==> src/rtl/seg7_pkg.sv <==
// Shared segment-pattern constants for the pattern sequencer and the display stage.
// Pattern layout: bit 7 = dp, bits 6:0 = g f e d c b a (segment a in bit 0).
package seg7_pkg;

   localparam logic [7:0] SEG_BLANK  = 8'h00;
   localparam int         SEG_DP_BIT = 7;

   localparam logic [7:0] SEG_0     = 8'h3F;
   localparam logic [7:0] SEG_1     = 8'h06;
   localparam logic [7:0] SEG_2     = 8'h5B;
   localparam logic [7:0] SEG_3     = 8'h4F;
   localparam logic [7:0] SEG_4     = 8'h66;
   localparam logic [7:0] SEG_5     = 8'h6D;
   localparam logic [7:0] SEG_6     = 8'h7D;
   localparam logic [7:0] SEG_7     = 8'h07;
   localparam logic [7:0] SEG_8     = 8'h7F;
   localparam logic [7:0] SEG_9     = 8'h6F;
   localparam logic [7:0] SEG_A     = 8'h77;
   localparam logic [7:0] SEG_B     = 8'h7C;
   localparam logic [7:0] SEG_C     = 8'h39;
   localparam logic [7:0] SEG_D     = 8'h5E;
   localparam logic [7:0] SEG_E     = 8'h79;
   localparam logic [7:0] SEG_F     = 8'h71;
   localparam logic [7:0] SEG_H     = 8'h76;
   localparam logic [7:0] SEG_L     = 8'h38;
   localparam logic [7:0] SEG_P     = 8'h73;
   localparam logic [7:0] SEG_U     = 8'h3E;
   localparam logic [7:0] SEG_MINUS = 8'h40;

   function automatic logic [7:0] with_dp(input logic [7:0] pat);
      logic [7:0] res;
      res             = pat;
      res[SEG_DP_BIT] = 1'b1;
      return res;
   endfunction

   function automatic logic [7:0] hex_to_seg(input logic [3:0] val);
      logic [7:0] res;
      res = SEG_BLANK;
      case (val)
         4'h0: res = SEG_0;
         4'h1: res = SEG_1;
         4'h2: res = SEG_2;
         4'h3: res = SEG_3;
         4'h4: res = SEG_4;
         4'h5: res = SEG_5;
         4'h6: res = SEG_6;
         4'h7: res = SEG_7;
         4'h8: res = SEG_8;
         4'h9: res = SEG_9;
         4'hA: res = SEG_A;
         4'hB: res = SEG_B;
         4'hC: res = SEG_C;
         4'hD: res = SEG_D;
         4'hE: res = SEG_E;
         4'hF: res = SEG_F;
         default: res = SEG_BLANK;
      endcase
      return res;
   endfunction

endpackage

==> src/rtl/seg7_scan_timer.sv <==
// Scan/scroll timebase: digit slot counter, digit index, frame counter,
// plus the per-cycle lit decision (blank interval and brightness PWM).
module seg7_scan_timer #(
   parameter  int DIGITS       = 4,
   parameter  int SCAN_DIV     = 1024,
   parameter  int BLANK_CYCLES = 8,
   parameter  int SCROLL_DIV   = 64,
   localparam int DIG_W        = $clog2(DIGITS)
) (
   input  logic             clk,
   input  logic             rst,
   input  logic [3:0]       bright,
   output logic [DIG_W-1:0] dig_idx,
   output logic             lit,
   output logic             scroll_tick
);

   localparam int SCAN_W   = $clog2(SCAN_DIV);
   localparam int SCROLL_W = (SCROLL_DIV > 1) ? $clog2(SCROLL_DIV) : 1;

   localparam logic [SCAN_W-1:0]   SCAN_LAST   = SCAN_W'(SCAN_DIV - 1);
   localparam logic [SCAN_W-1:0]   BLANK_END   = SCAN_W'(BLANK_CYCLES);
   localparam logic [DIG_W-1:0]    DIG_LAST    = DIG_W'(DIGITS - 1);
   localparam logic [SCROLL_W-1:0] SCROLL_LAST = SCROLL_W'(SCROLL_DIV - 1);

   logic [SCAN_W-1:0]   scan_cnt;
   logic [SCROLL_W-1:0] scroll_cnt;
   logic [3:0]          phase;
   logic                frame_end;

   // PWM phase is the top nibble so the duty steps scale with any SCAN_DIV.
   assign phase       = scan_cnt[SCAN_W-1 -: 4];
   assign frame_end   = (scan_cnt == SCAN_LAST) && (dig_idx == DIG_LAST);
   assign scroll_tick = frame_end && (scroll_cnt == SCROLL_LAST);
   assign lit         = (scan_cnt >= BLANK_END) && (phase < bright);

   always_ff @(posedge clk) begin
      if (rst) begin
         scan_cnt   <= '0;
         dig_idx    <= '0;
         scroll_cnt <= '0;
      end else begin
         scan_cnt <= scan_cnt + 1'b1;
         if (scan_cnt == SCAN_LAST) begin
            dig_idx <= (dig_idx == DIG_LAST) ? '0 : dig_idx + 1'b1;
         end
         if (frame_end) begin
            scroll_cnt <= (scroll_cnt == SCROLL_LAST) ? '0 : scroll_cnt + 1'b1;
         end
      end
   end

endmodule

==> src/rtl/seg7_scroll_scan.sv <==
// Scrolling multiplexed 7-segment driver: right-to-left pattern buffer fed at
// the scroll rate, scanned onto a shared segment bus with one-hot digit enables.
module seg7_scroll_scan #(
   parameter int DIGITS       = 4,
   parameter int SCAN_DIV     = 1024,
   parameter int BLANK_CYCLES = 8,
   parameter int SCROLL_DIV   = 64
) (
   input  logic              clk,
   input  logic              rst,
   input  logic [7:0]        seg_in,
   input  logic              seg_valid,
   output logic              seg_ready,
   input  logic              clear,
   input  logic [3:0]        bright,
   output logic [7:0]        seg_out,
   output logic [DIGITS-1:0] dig_en
);

   import seg7_pkg::*;

   localparam int DIG_W = $clog2(DIGITS);

   logic [DIG_W-1:0]  dig_idx;
   logic              lit;
   logic              scroll_tick;
   logic              pending;
   logic              accept;
   logic [DIGITS-1:0] dig_onehot;
   logic [7:0]        disp_buf [DIGITS];

   seg7_scan_timer #(
      .DIGITS       (DIGITS),
      .SCAN_DIV     (SCAN_DIV),
      .BLANK_CYCLES (BLANK_CYCLES),
      .SCROLL_DIV   (SCROLL_DIV)
   ) u_timer (
      .clk         (clk),
      .rst         (rst),
      .bright      (bright),
      .dig_idx     (dig_idx),
      .lit         (lit),
      .scroll_tick (scroll_tick)
   );

   // Handshake: a pattern transfers on any rising edge where seg_valid and
   // seg_ready are both high; seg_ready is high only while a scroll step is owed.
   assign seg_ready  = pending;
   assign accept     = seg_valid && pending;
   assign dig_onehot = DIGITS'(1) << dig_idx;

   always_ff @(posedge clk) begin
      if (rst) begin
         pending <= 1'b0;
         for (int i = 0; i < DIGITS; i++) begin
            disp_buf[i] <= SEG_BLANK;
         end
         seg_out <= SEG_BLANK;
         dig_en  <= '0;
      end else begin
         // A tick landing on the accept cycle re-arms, so at most one step is owed.
         if (scroll_tick) begin
            pending <= 1'b1;
         end else if (accept) begin
            pending <= 1'b0;
         end

         if (clear) begin
            for (int i = 0; i < DIGITS; i++) begin
               disp_buf[i] <= SEG_BLANK;
            end
         end else if (accept) begin
            for (int i = 0; i < DIGITS - 1; i++) begin
               disp_buf[i] <= disp_buf[i+1];
            end
            disp_buf[DIGITS-1] <= seg_in;
         end

         if (lit) begin
            seg_out <= disp_buf[dig_idx];
            dig_en  <= dig_onehot;
         end else begin
            seg_out <= SEG_BLANK;
            dig_en  <= '0;
         end
      end
   end

endmodule

==> config.mk <==
export PLATFORM = sky130hd
export DESIGN_NAME = seg7_scroll_scan
export DESIGN_NICKNAME = d
export VERILOG_FILES = /design/src/rtl/seg7_pkg.sv /design/src/rtl/seg7_scan_timer.sv /design/src/rtl/seg7_scroll_scan.sv
export SDC_FILE = /design/constraint.sdc
export NUM_CORES = 1
export LEC_CHECK = 0
export ABC_AREA = 1
export CORE_MARGIN = 2
export CORE_UTILIZATION = 45
export CTS_BUF_LIST = sky130_fd_sc_hd__clkbuf_4 sky130_fd_sc_hd__clkbuf_8
export CTS_CLUSTER_SIZE = 24
export DETAILED_ROUTE_END_ITERATION = 10
export GPL_ROUTABILITY_DRIVEN = 0
export PLACE_DENSITY = 0.65
export SYNTH_ARGS = -nofsm -noshare
export SYNTH_HDL_FRONTEND = slang
export SYNTH_HIERARCHICAL = 1
export SYNTH_SLANG_ARGS = --single-unit
==> constraint.sdc <==
create_clock -name clk -period 3.1 [get_ports clk]
set_clock_uncertainty 0.15 [all_clocks]
set_input_delay 0.31 -clock clk [delete_from_list [all_inputs] [get_ports clk]]
set_output_delay 0.31 -clock clk [all_outputs]
set_load 0.05 [all_outputs]
# Word level (Yosys, flattened, before mapping)
# Memories as Yosys holds them, arrays and structs flattened. A register that Yosys moved wholly into a read port is not among the register bits.
# Index checks and enable logic that the tools add are counted.
[totals]
reg_bits = 23
mem_count = 1
mem_bits_rw = 32
inputBits = 16
elab_cells = 51
[mem_list]
columns = ["name", "depth", "word_bits", "read_ports", "rd_ports_with_merged_regs", "write_ports", "line_no", "source"]
rows = [
  ["disp_buf", 4, 8, 4, 1, 4, "seg7_scroll_scan.sv:30", "logic [7:0] disp_buf [DIGITS];"],
]
[classes]
bitwise_logic = 9
mux = 21
shift = 1
n_eq_ne = 3
n_reduce_logical = 6
n_lt_le_gt_ge = 2
n_addsub = 3
[ops]
columns = ["op", "count"]
rows = [
  ["$mux 8", 8],
  ["$mux 1", 11],
  ["$add 10x1->10 const B", 1],
  ["$eq 10x10->1 const B", 1],
  ["$ge 10x4->1 const B", 1],
  ["$or 1x1->1", 8],
  ["$add 6x1->6 const B", 1],
  ["$eq 6x6->1 const B", 1],
  ["$mux 6", 1],
  ["$logic_and 1x1->1", 4],
  ["$lt 4x4->1", 1],
  ["$shl 1x2->4 const A", 1],
  ["$add 2x1->2 const B", 1],
  ["$eq 2x2->1 const B", 1],
  ["$mux 2", 1],
  ["$reduce_bool 2->1", 1],
  ["$reduce_or 2->1", 1],
  ["$not 1->1", 1],
]

# Longest topological paths before layout
[depth]
ltp_word = 6
ltp_mapped = 8

# Cells and area by module
# Netlist, hierarchy kept.
[by_module_without_submodules]
columns = ["module", "cells_each", "seq_area_each_um2", "area_per_inst_um2", "instances"]
rows = [
  ["seg7_scroll_scan", 216, 1141.1, 2033.2, 1],
  ["seg7_scan_timer", 136, 360.3, 983.4, 1],
]

# Least setup slack after synthesis
# No wires, ideal clock.
[synth_path]
kind = "reg-to-reg"
startpoint = "register pending, in the netlist seg_ready"
endpoint = "memory disp_buf[0][0], enable pin"
path_stages_with_launch = 3
arrival_ps = 1241
setup_slack_ps = 1337
path_buffers = 0
path_cell_list = "dfxtp_1 nand2_2 nand2_1"
[synth_lines]
columns = ["item", "line_no", "source"]
rows = [
  ["start, declared", "seg7_scroll_scan.sv:27", "logic pending;"],
  ["start signal, assigned", "seg7_scroll_scan.sv:54", "pending <= 1'b0;"],
  ["start signal, assigned", "seg7_scroll_scan.sv:63", "pending <= 1'b1;"],
  ["start signal, assigned", "seg7_scroll_scan.sv:65", "pending <= 1'b0;"],
  ["end, declared", "seg7_scroll_scan.sv:30", ""],
]

==> summary.md <==
| Metric | Value |
|---|---|
| Hpwl dp | `3.707 mm` |
| Relative slew slack | `55.41%` |
| Worst path buffer plus inverter count | `1` |
| Sequential share of the synthesized area | `49.77%` |
| Critical path, cell by cell | `clkdlybuf4s50_1, nor2_4, nand2_1` |
| Fin nets | `406` |
| Post-synthesis compound-gate area fraction | `7.839%` |
| Port buffer count | `28` |
| FILL cells | `592` |
| Failing checks | `design-rule violations` |
| YS warnings | `6` |
| Starting density of the core | `46.97%` |
| Inserted Diodes | `0` |
| Commonest cells post-synth | `nand2_1 (83), inv_1 (40), dfxtp_1 (39)` |
| Hold Violations, Final | `0` |
| RSZ-0062 raised after global routing | `no` |
| Pleak | `1.365 nW` |
| Ys flop type | `dfxtp_1` |
| Worst ir drop on vdd | `0.0001933 V` |
| MaxCap Viol Count | `0` |
| TritonRoute pass-1 iters | `9` |
| Row Count | `29` |
| Starting DRC count in detailed routing | `80` |
| Number of synthesized flops with an enable pin | `24` |
| Post-synth design cell area | `3017 sq um` |
| Initial antenna violation count | `0` |
| CP Capture Type | `flop` |
| Tcrit/Tclk final | `66.19%` |
| DRC violations left | `2` |
| Period minus WS final | `2052 ps` |
| Sw Ratio | `20.95%` |
| Worst EP required | `2890 ps` |
| Final core utilization | `54.82%` |
| Clk sink count | `63` |
| Post-route setup slack | `1048 ps` |
| Syn nets | `375` |
| Area grow syn2layout | `16.72%` |
| Power Dens Cells | `497.0 nW/um^2` |
| I/O pin count | `29` |
| Main combinational cell family by area after synthesis | `simple AND/OR/NAND/NOR gates` |
| Fmax | `487.4 MHz` |
| CTS Buf Count | `9` |
| Cell internal pwr | `0.001383 W` |
| Most common cell in the netlist | `nand2_1` |
| Setup CP Type | `in -> reg` |
| Crit-path slowest cell | `clkdlybuf4s50_1` |
| Core ar. | `6422 sq um` |
| Clock buffer depth | `2` |
| Root buffer cell | `clkbuf_8` |
| Simple-gate share of the synthesized area | `29.20%` |
| Post-CTS Setup Inserts | `0` |
| CP delay by family, top | `simple AND/OR/NAND/NOR gates` |
| Resize count post-CTS | `0` |
| Area occupied by multi-input gates | `1231 sq um` |
| WL/cell | `11.47 um` |
| Top cells by area, synth | `dfxtp_1 (26%), edfxtp_1 (24%), nand2_1 (10%)` |
| GRT Resource Usage Total | `16.48%` |
| Clock slew at reported path FFs | `70 ps` |
| Routed via count | `2198` |
| Post-synth top area share | `25.88%` |
| Layout cells sized above 1 | `18.30%` |
| Die W | `85.88 um` |
| Switch Pwr | `0.0003665 W` |
| Post-route ant nets | `0` |
| Status | `finished with violations` |
| Number of global-route vias before repair | `2084` |
| Design area | `3521 sq um` |
| Startpoint types | `primary input` |
| Syn Area/Cell | `8.570 sq um` |
| Delay of the slowest critical-path stage | `680 ps` |
| Worst Max-Slew Pin Slew | `667.3 ps` |
| Post-Syn Instances | `352` |
| Clock power frac | `45.4%` |
| Global-route wire length before repair | `9.425 mm` |
| Setup WS pre-CTS | `659.8 ps` |
| XOR/XNOR share of the synthesized area | `0.8710%` |
| Clk_lat worst skew | `340 ps` |
| Final Slew Violations | `0` |
| FF+latch area | `1501 sq um` |
| Placed Area | `3303 sq um` |
| Total Wirelength | `5.333 mm` |
| Clock tree from TritonCTS | `yes` |
| Inst Count DP | `449` |
| Finished Layout Cells | `465` |
| Die ar. | `7375 sq um` |
| FF+latch count, synth | `63` |
| Overflow after GRT | `0` |
| Sequential share of power | `50.8%` |
| Via-per-instance ratio | `4.727` |
| Post-route setup TNS | `0 ps` |
| Post-synthesis adder-cell area fraction | `2.903%` |
| Min-delay worst type | `reg -> reg` |
| Setup-failing EPs final | `0` |
| Largest net degree at the start of global routing | `25` |
| Post-synth top area cell | `dfxtp_1` |
| H-tree levels | `3` |
| Hold Buf Count CTS | `0` |
| Count of cell types in the netlist | `32` |
| Worst Path Max Fanout | `16` |
| Critical path arrival | `1840 ps` |
| Mux cell area share after synthesis | `0%` |
| Combinational Power Share | `3.8%` |
| Die height | `85.88 um` |
| Async SR Flop Fraction | `0%` |
cell usage in the layout (no fill, tap or decap):
master / n
xnor2_1: 1
nand2_2: 12
nor4_1: 1
inv_1: 40
dfxtp_1: 39
nand4_2: 1
xor2_1: 2
nand2_1: 83
clkinv_1: 3
clkbuf_4: 1
a31oi_1: 1
a21oi_1: 22
nor3_2: 2
inv_2: 4
a211oi_1: 1
clkinv_2: 1
clkdlybuf4s50_1: 28
o21a_1: 1
inv_8: 1
ha_1: 7
bufinv_16: 2
inv_4: 1
clkbuf_8: 10
o21ai_0: 7
nand4_1: 2
nor2_1: 30
a21oi_2: 8
nand3_4: 1
edfxtp_1: 24
nor3_1: 3
nand2_4: 1
nor2_2: 21
buf_4: 1
nand3_1: 22
nor2_4: 4
per-layer routing:
layer,global-route usage [%],vias up,part of all wire (%)
met3,4.427,9,5.2
met2,24.45,56,43
met4,9.091,0,2.3
met1,21.81,954,49
li1,-,1179,-
met5,0,-,0
stage by stage:
| stage | hold WS, ps | power [W] |
|---|---|---|
| 2_1_floorplan | 232.4 | 0.0009440 |
| 3_3_place_gp | 336.6 | 0.0009724 |
| 3_5_place_dp | 345.7 | 0.0009747 |
| 4_1_cts | 356.8 | 0.001764 |
| 5_1_grt | 363.8 | 0.001813 |
| 6_report | 351.9 | 0.001750 |
logic make-up (layout without fill, tap and decap cells):
group | after synthesis | in the layout
AO/OA/AOI/OAI | 40 | 40
XOR/XNOR | 3 | 3
adder cells (fa/ha/maj) | 7 | 7
buffers and inverters | 56 | 92
flip-flops | 63 | 63
AND/OR/NAND/NOR | 183 | 183
path summary, 6_finish.rpt:
path                                  endpoint  slack (ps)  cells past startpoint                 from
worst max-delay path            disp_buf[3][3]        1050                      3                  rst
worst max register to register       dig_en[3]        1380                      6  u_timer/scan_cnt[9]
worst min-delay path            disp_buf[2][2]         350                      2       disp_buf[2][2]
worst min register to register  disp_buf[2][2]         350                      2       disp_buf[2][2]
power by group through the flow:
stage | clock network [W] | registers (W) | logic [W]
after floorplan | 0 | 0.000905 | 0.0000393
after global placement | 0 | 0.000907 | 0.0000651
after detailed placement | 0 | 0.000908 | 0.0000665
after CTS | 0.000807 | 0.000890 | 0.0000670
after global routing | 0.000846 | 0.000892 | 0.0000754
final | 0.000794 | 0.000890 | 0.0000660
registers in the layout (all words and copies together), names as in the netlist:
name and cells:
u_timer/dig_idx 2, u_timer/scan_cnt 10, seg_out 8, dig_en 4
u_timer/scroll_cnt 6, disp_buf 32, seg_ready 1
tightest hold or removal path: stages, from the launching register on:
cell     delay, ps
dfxtp_1        320
nand3_1         80
a21oi_1         60
layout make-up:
cell class	count	area share (%)
clock inverters	5	2.061
well taps	77	2.736
flip-flops and latches	63	42.64
multi-input cells	233	34.97
clock buffers	11	4.122
repair buffers	29	8.173
inverters	47	5.295
Note: power is estimated with default switching activity, not from simulation.
==> edit 1: new RTL, same settings <==
`SCAN_DIV` is set to 1024 in 2 places; all go to 2048.
--- a/src/rtl/seg7_scan_timer.sv
+++ b/src/rtl/seg7_scan_timer.sv
@@ -3,5 +3,5 @@
 module seg7_scan_timer #(
    parameter  int DIGITS       = 4,
-   parameter  int SCAN_DIV     = 1024,
+   parameter  int SCAN_DIV     = 2048,
    parameter  int BLANK_CYCLES = 8,
    parameter  int SCROLL_DIV   = 64,
--- a/src/rtl/seg7_scroll_scan.sv
+++ b/src/rtl/seg7_scroll_scan.sv
@@ -3,5 +3,5 @@
 module seg7_scroll_scan #(
    parameter int DIGITS       = 4,
-   parameter int SCAN_DIV     = 1024,
+   parameter int SCAN_DIV     = 2048,
    parameter int BLANK_CYCLES = 8,
    parameter int SCROLL_DIV   = 64
Check against the original RTL: same outputs for any inputs over 10 cycles, from zero or initial values and one cycle with rst high; that may be too few to reach the edited logic, so the function may still have changed.
==> edit 1 against the original RTL <==
Setup slack better by 0.025 ns; final area up 2.4%; utilization down 1.2 points; non-clock buffer count unchanged; worst hold slack worse by 0.017 ns; first-iteration DRC count up 18%; critical path depth down 2; synthesized area up 2.9%; sequential cell count up 1; power up 0.54%; final cell count up 4.1%; routed wire length up 1.3%; critical path type is now reg -> out; largest cell class unchanged.
==> edit 1: results (changes against the original RTL) <==
| Metric | Value |
|---|---|
| Via count | 2,248 (was 2,198) |
| Worst hold path endpoint | u_timer/scan_cnt[0] (was disp_buf[2][2]) |
| WL final | 5400 µm (was 5330 µm) |
| DP HPWL | 3850 µm (was 3710 µm) |
| M1 GR Usage | 22.1% (was 21.8%) |
| Critical Path Source | seg_ready (was rst) |
| Met3 wire len | 294 µm (was 277 µm) |
| R2R cell count | 5 (was 6) |
| DRT iter0 DRCs | 94 (was 80) |
| Vias in the first global route | 2,115 (was 2,084) |
| Worst setup endpoint | seg_ready (was disp_buf[3][3]) |
| Hold wc startpoint | u_timer/scan_cnt[0] (was disp_buf[2][2]) |
| Outcome | completed (was finished with violations) |
| R2R Setup Slk | 1.34 ns (was 1.38 ns) |
| FF-to-FF Start | u_timer/dig_idx[0] (was u_timer/scan_cnt[9]) |
| Wire length on met2 | 2310 µm (was 2300 µm) |
| Delay-heaviest family, CP | buffers and inverters (was simple AND/OR/NAND/NOR gates) |
| Seq/Total Area, Yosys | 49.0% (was 49.8%) |
| Mapped Nets | 391 (was 375) |
| GR Util met2 | 23.5% (was 24.5%) |
| Hold path depth | 1 (was 2) |
| Leak Pwr | 0.00144 µW (was 0.00136 µW) |
| Switch share | 21.0% (was 20.9%) |
| Count of nets after finishing | 422 (was 406) |
| Post-synthesis adder-cell area fraction | 2.82% (was 2.90%) |
| Top flop regs | disp_buf x32, u_timer/scan_cnt x11, seg_out x8 (was disp_buf x32, u_timer/scan_cnt x10, seg_out x8) |
| CP max FO | 4 (was 16) |
| Tot GR Track Use | 16.3% (was 16.5%) |
| Met1 wire length | 2670 µm (was 2630 µm) |
| Met3 Usage GRT | 4.74% (was 4.43%) |
| VDD IR max | 0.275 mV (was 0.193 mV) |
| Distinct cells, synth | 31 (was 32) |
| WP data arrival | 1.57 ns (was 1.84 ns) |
| Compound-Gate Fraction of Synth Area | 6.21% (was 7.84%) |
[edit 1: area by class of cell]
type	instances	area (µm²)	area share (%)
Clock inverter	6	82.6	2.29
Inverter	49	194	5.38
Clock buffer	10	138	3.82
Tap cell	80	100	2.78
Sequential cell	64	1520	42.2
Multi-Input combinational cell	246	1280	35.6
Timing Repair Buffer	29	288	7.98
[edit 1: power by group through the flow]
stage	Sequential (µW)	Combinational, µW	Clock, µW
floorplan	917	40.6	0
global placement	919	65.9	0
detailed placement	920	68.0	0
CTS	901	68.1	815
global route	903	75.2	852
finish	901	67.2	791
[edit 1: metrics by stage]
step           instance area, µm²  hold slack [ns]  worst slack [ns]  instances  total power, µW
2_1_floorplan                3100            0.227              1.34        368              958
3_3_place_gp                 3390            0.307             0.828        468              985
3_5_place_dp                 3390            0.332             0.725        468              988
4_1_cts                      3610            0.349              1.06        484             1780
5_1_grt                      3610            0.364              1.00        484             1830
6_report                     3610            0.335              1.07        484             1760
==> edit 2: new RTL, config.mk and constraints unchanged <==
Without the edit above. Put one more register stage on the output `seg_out`, cleared by the reset. The value now appears one clock later. The other outputs are not delayed to match.
--- a/src/rtl/seg7_scroll_scan.sv
+++ b/src/rtl/seg7_scroll_scan.sv
@@ -21,4 +21,6 @@
 
    localparam int DIG_W = $clog2(DIGITS);
+
+   logic [7:0] seg_s0;
 
    logic [DIG_W-1:0]  dig_idx;
@@ -56,5 +58,5 @@
             disp_buf[i] <= SEG_BLANK;
          end
-         seg_out <= SEG_BLANK;
+         seg_s0 <= SEG_BLANK;
          dig_en  <= '0;
       end else begin
@@ -78,8 +80,8 @@
 
          if (lit) begin
-            seg_out <= disp_buf[dig_idx];
+            seg_s0 <= disp_buf[dig_idx];
             dig_en  <= dig_onehot;
          end else begin
-            seg_out <= SEG_BLANK;
+            seg_s0 <= SEG_BLANK;
             dig_en  <= '0;
          end
@@ -87,4 +89,12 @@
    end
 
+   always_ff @(posedge clk) begin
+      if (rst) begin
+         seg_out <= '0;
+      end else begin
+         seg_out <= seg_s0;
+      end
+   end
+
 endmodule
 
Formal check against the unedited RTL: same outputs for any inputs over 10 cycles, from zero or initial values and one cycle with rst high; that may be too few to reach the edited logic, so the function may still have changed.
==> edit 2 against the original RTL <==
Sequential cell count rose by 8; via count increased by 4.0%; synthesized area increased by 4.6%; setup slack gained 0.021 ns; sequential power is 11% higher; routed wire length shrank 2.4%; critical path depth fell by 2; final area increased by 5.0%; power grew 6.1%; critical path type is now reg -> out.
==> edit 2: results (changes against the original RTL) <==
| Metric | Value |
|---|---|
| Leak Pwr | 0.00146 µW (was 0.00136 µW) |
| Seq/Total Area, Yosys | 52.7% (was 49.8%) |
| Distinct cells, synth | 34 (was 32) |
| Syn_area_per_cell | 8.37 µm² (was 8.57 µm²) |
| H-tree depth | 3 (unchanged) |
| Worst-margin pin slew | 0.644 ns (was 0.667 ns) |
| DP HPWL | 3600 µm (was 3710 µm) |
| WP data arrival | 1.57 ns (was 1.84 ns) |
| Average wire per standard cell | 10.2 µm (was 11.5 µm) |
| Worst-Skew Late Latency | 0.34 ns (about the same) |
| Top flop regs | disp_buf x32, u_timer/scan_cnt x10 (was disp_buf x32, u_timer/scan_cnt x10, seg_out x8) |
| CP max FO | 4 (was 16) |
| Critical Path Max Stage Delay | 0.83 ns (was 0.68 ns) |
| WL final | 5200 µm (was 5330 µm) |
| Share of layout cells above drive strength 1 | 10.4% (was 18.3%) |
| Setup slack after placement | 0.874 ns (was 0.660 ns) |
| Ant diodes | 0 (unchanged) |
| Post_cts resized | 0 (unchanged) |
| Count of nets after finishing | 431 (was 406) |
| Most common library cells after synthesis | 92 x nand2_1, 56 x nor2_1, 49 x inv_1, 47 x dfxtp_1, 25 x a21oi_1 (was 83 x nand2_1, 40 x inv_1, 39 x dfxtp_1, 30 x nor2_1, 24 x edfxtp_1) |
| Tot GR Track Use | 15.5% (was 16.5%) |
| Via count | 2,287 (was 2,198) |
| DR pass1 iterations | 4 (was 9) |
| Mapped Nets | 400 (was 375) |
| Vias in the first global route | 2,134 (was 2,084) |
| Fillers | 645 (was 592) |
| IO Port Bufs | 28 (unchanged) |
| Delay-heaviest family, CP | buffers and inverters (was simple AND/OR/NAND/NOR gates) |
| Dpl cells | 493 (was 449) |
| Outcome | completed (was finished with violations) |
| VDD IR max | 0.283 mV (was 0.193 mV) |
## edit 2: cell types whose count changed after synthesis, sizes merged
cell and change:
dfxtp +8, nor2 +8, inv +7, buf +1, clkinv +1
## edit 2: layer usage
layer | global-route usage (%) | routed length, µm | part of all wire (%) | vias to the layer above
li1 | - | - | - | 1246
met1 | 20.8 | 2570 | 49 | 982
met2 | 24.1 | 2280 | 44 | 50
met3 | 2.83 | 249 | 4.8 | 9
met4 | 7.97 | 100 | 1.9 | 0
met5 | 0 | 0 | 0 | -
## edit 2: layout make-up
cell class | count | area [µm²] | area share, %
tap | 96 | 120 | 3.25
timing repair buffer | 30 | 295 | 7.99
clock inverter | 6 | 85.1 | 2.30
inverter | 55 | 216 | 5.85
clock buffer | 10 | 131 | 3.55
multi-input combinational | 241 | 1190 | 32.1
sequential | 71 | 1660 | 44.9
## edit 2: logic make-up (layout without fill, tap and decap cells)
| kind of cell | after synthesis | in the layout | synth area share (%) |
|---|---|---|---|
| AOI/OAI and AO/OA | 40 | 40 | 7.14 |
| xor gates and xnor gates | 3 | 3 | 0.833 |
| adders and majority gates | 7 | 7 | 2.78 |
| buffers and inverters | 65 | 101 | 9.71 |
| DFF | 71 | 71 | 52.7 |
| and+or+nand+nor | 191 | 191 | 26.9 |
## edit 2: final timing paths
kind         slack (ns)  cells after the start           startpoint    endpoint
max                1.07                      1            seg_ready   seg_ready
max reg2reg        1.27                      6  u_timer/scan_cnt[9]   seg_s0[1]
min                0.25                      2            seg_s0[6]  seg_out[6]
min reg2reg        0.25                      2            seg_s0[6]  seg_out[6]
## edit 2: worst reg2reg max path: stages (launching register included)
cell	delay, ns
dfxtp_1	0.42
ha_1	0.28
a21oi_1	0.13
o21ai_0	0.10
a21oi_1	0.13
nand2_1	0.30
a21oi_1	0.24
## edit 2: metrics by stage
stage	instance area, µm²	power (µW)
detailed placement	3480	1080
global placement	3480	1080
finish	3700	1860
CTS	3700	1880
global route	3700	1930
floorplan	3160	1050
## edit 2: power breakdown
group / leakage [µW] / internal, µW / switching (µW)
clock network: 0.000114 / 461 / 340
logic: 0.000710 / 28.9 / 36.5
registers: 0.000640 / 979 / 11.2
total: 0.00146 / 1470 / 388
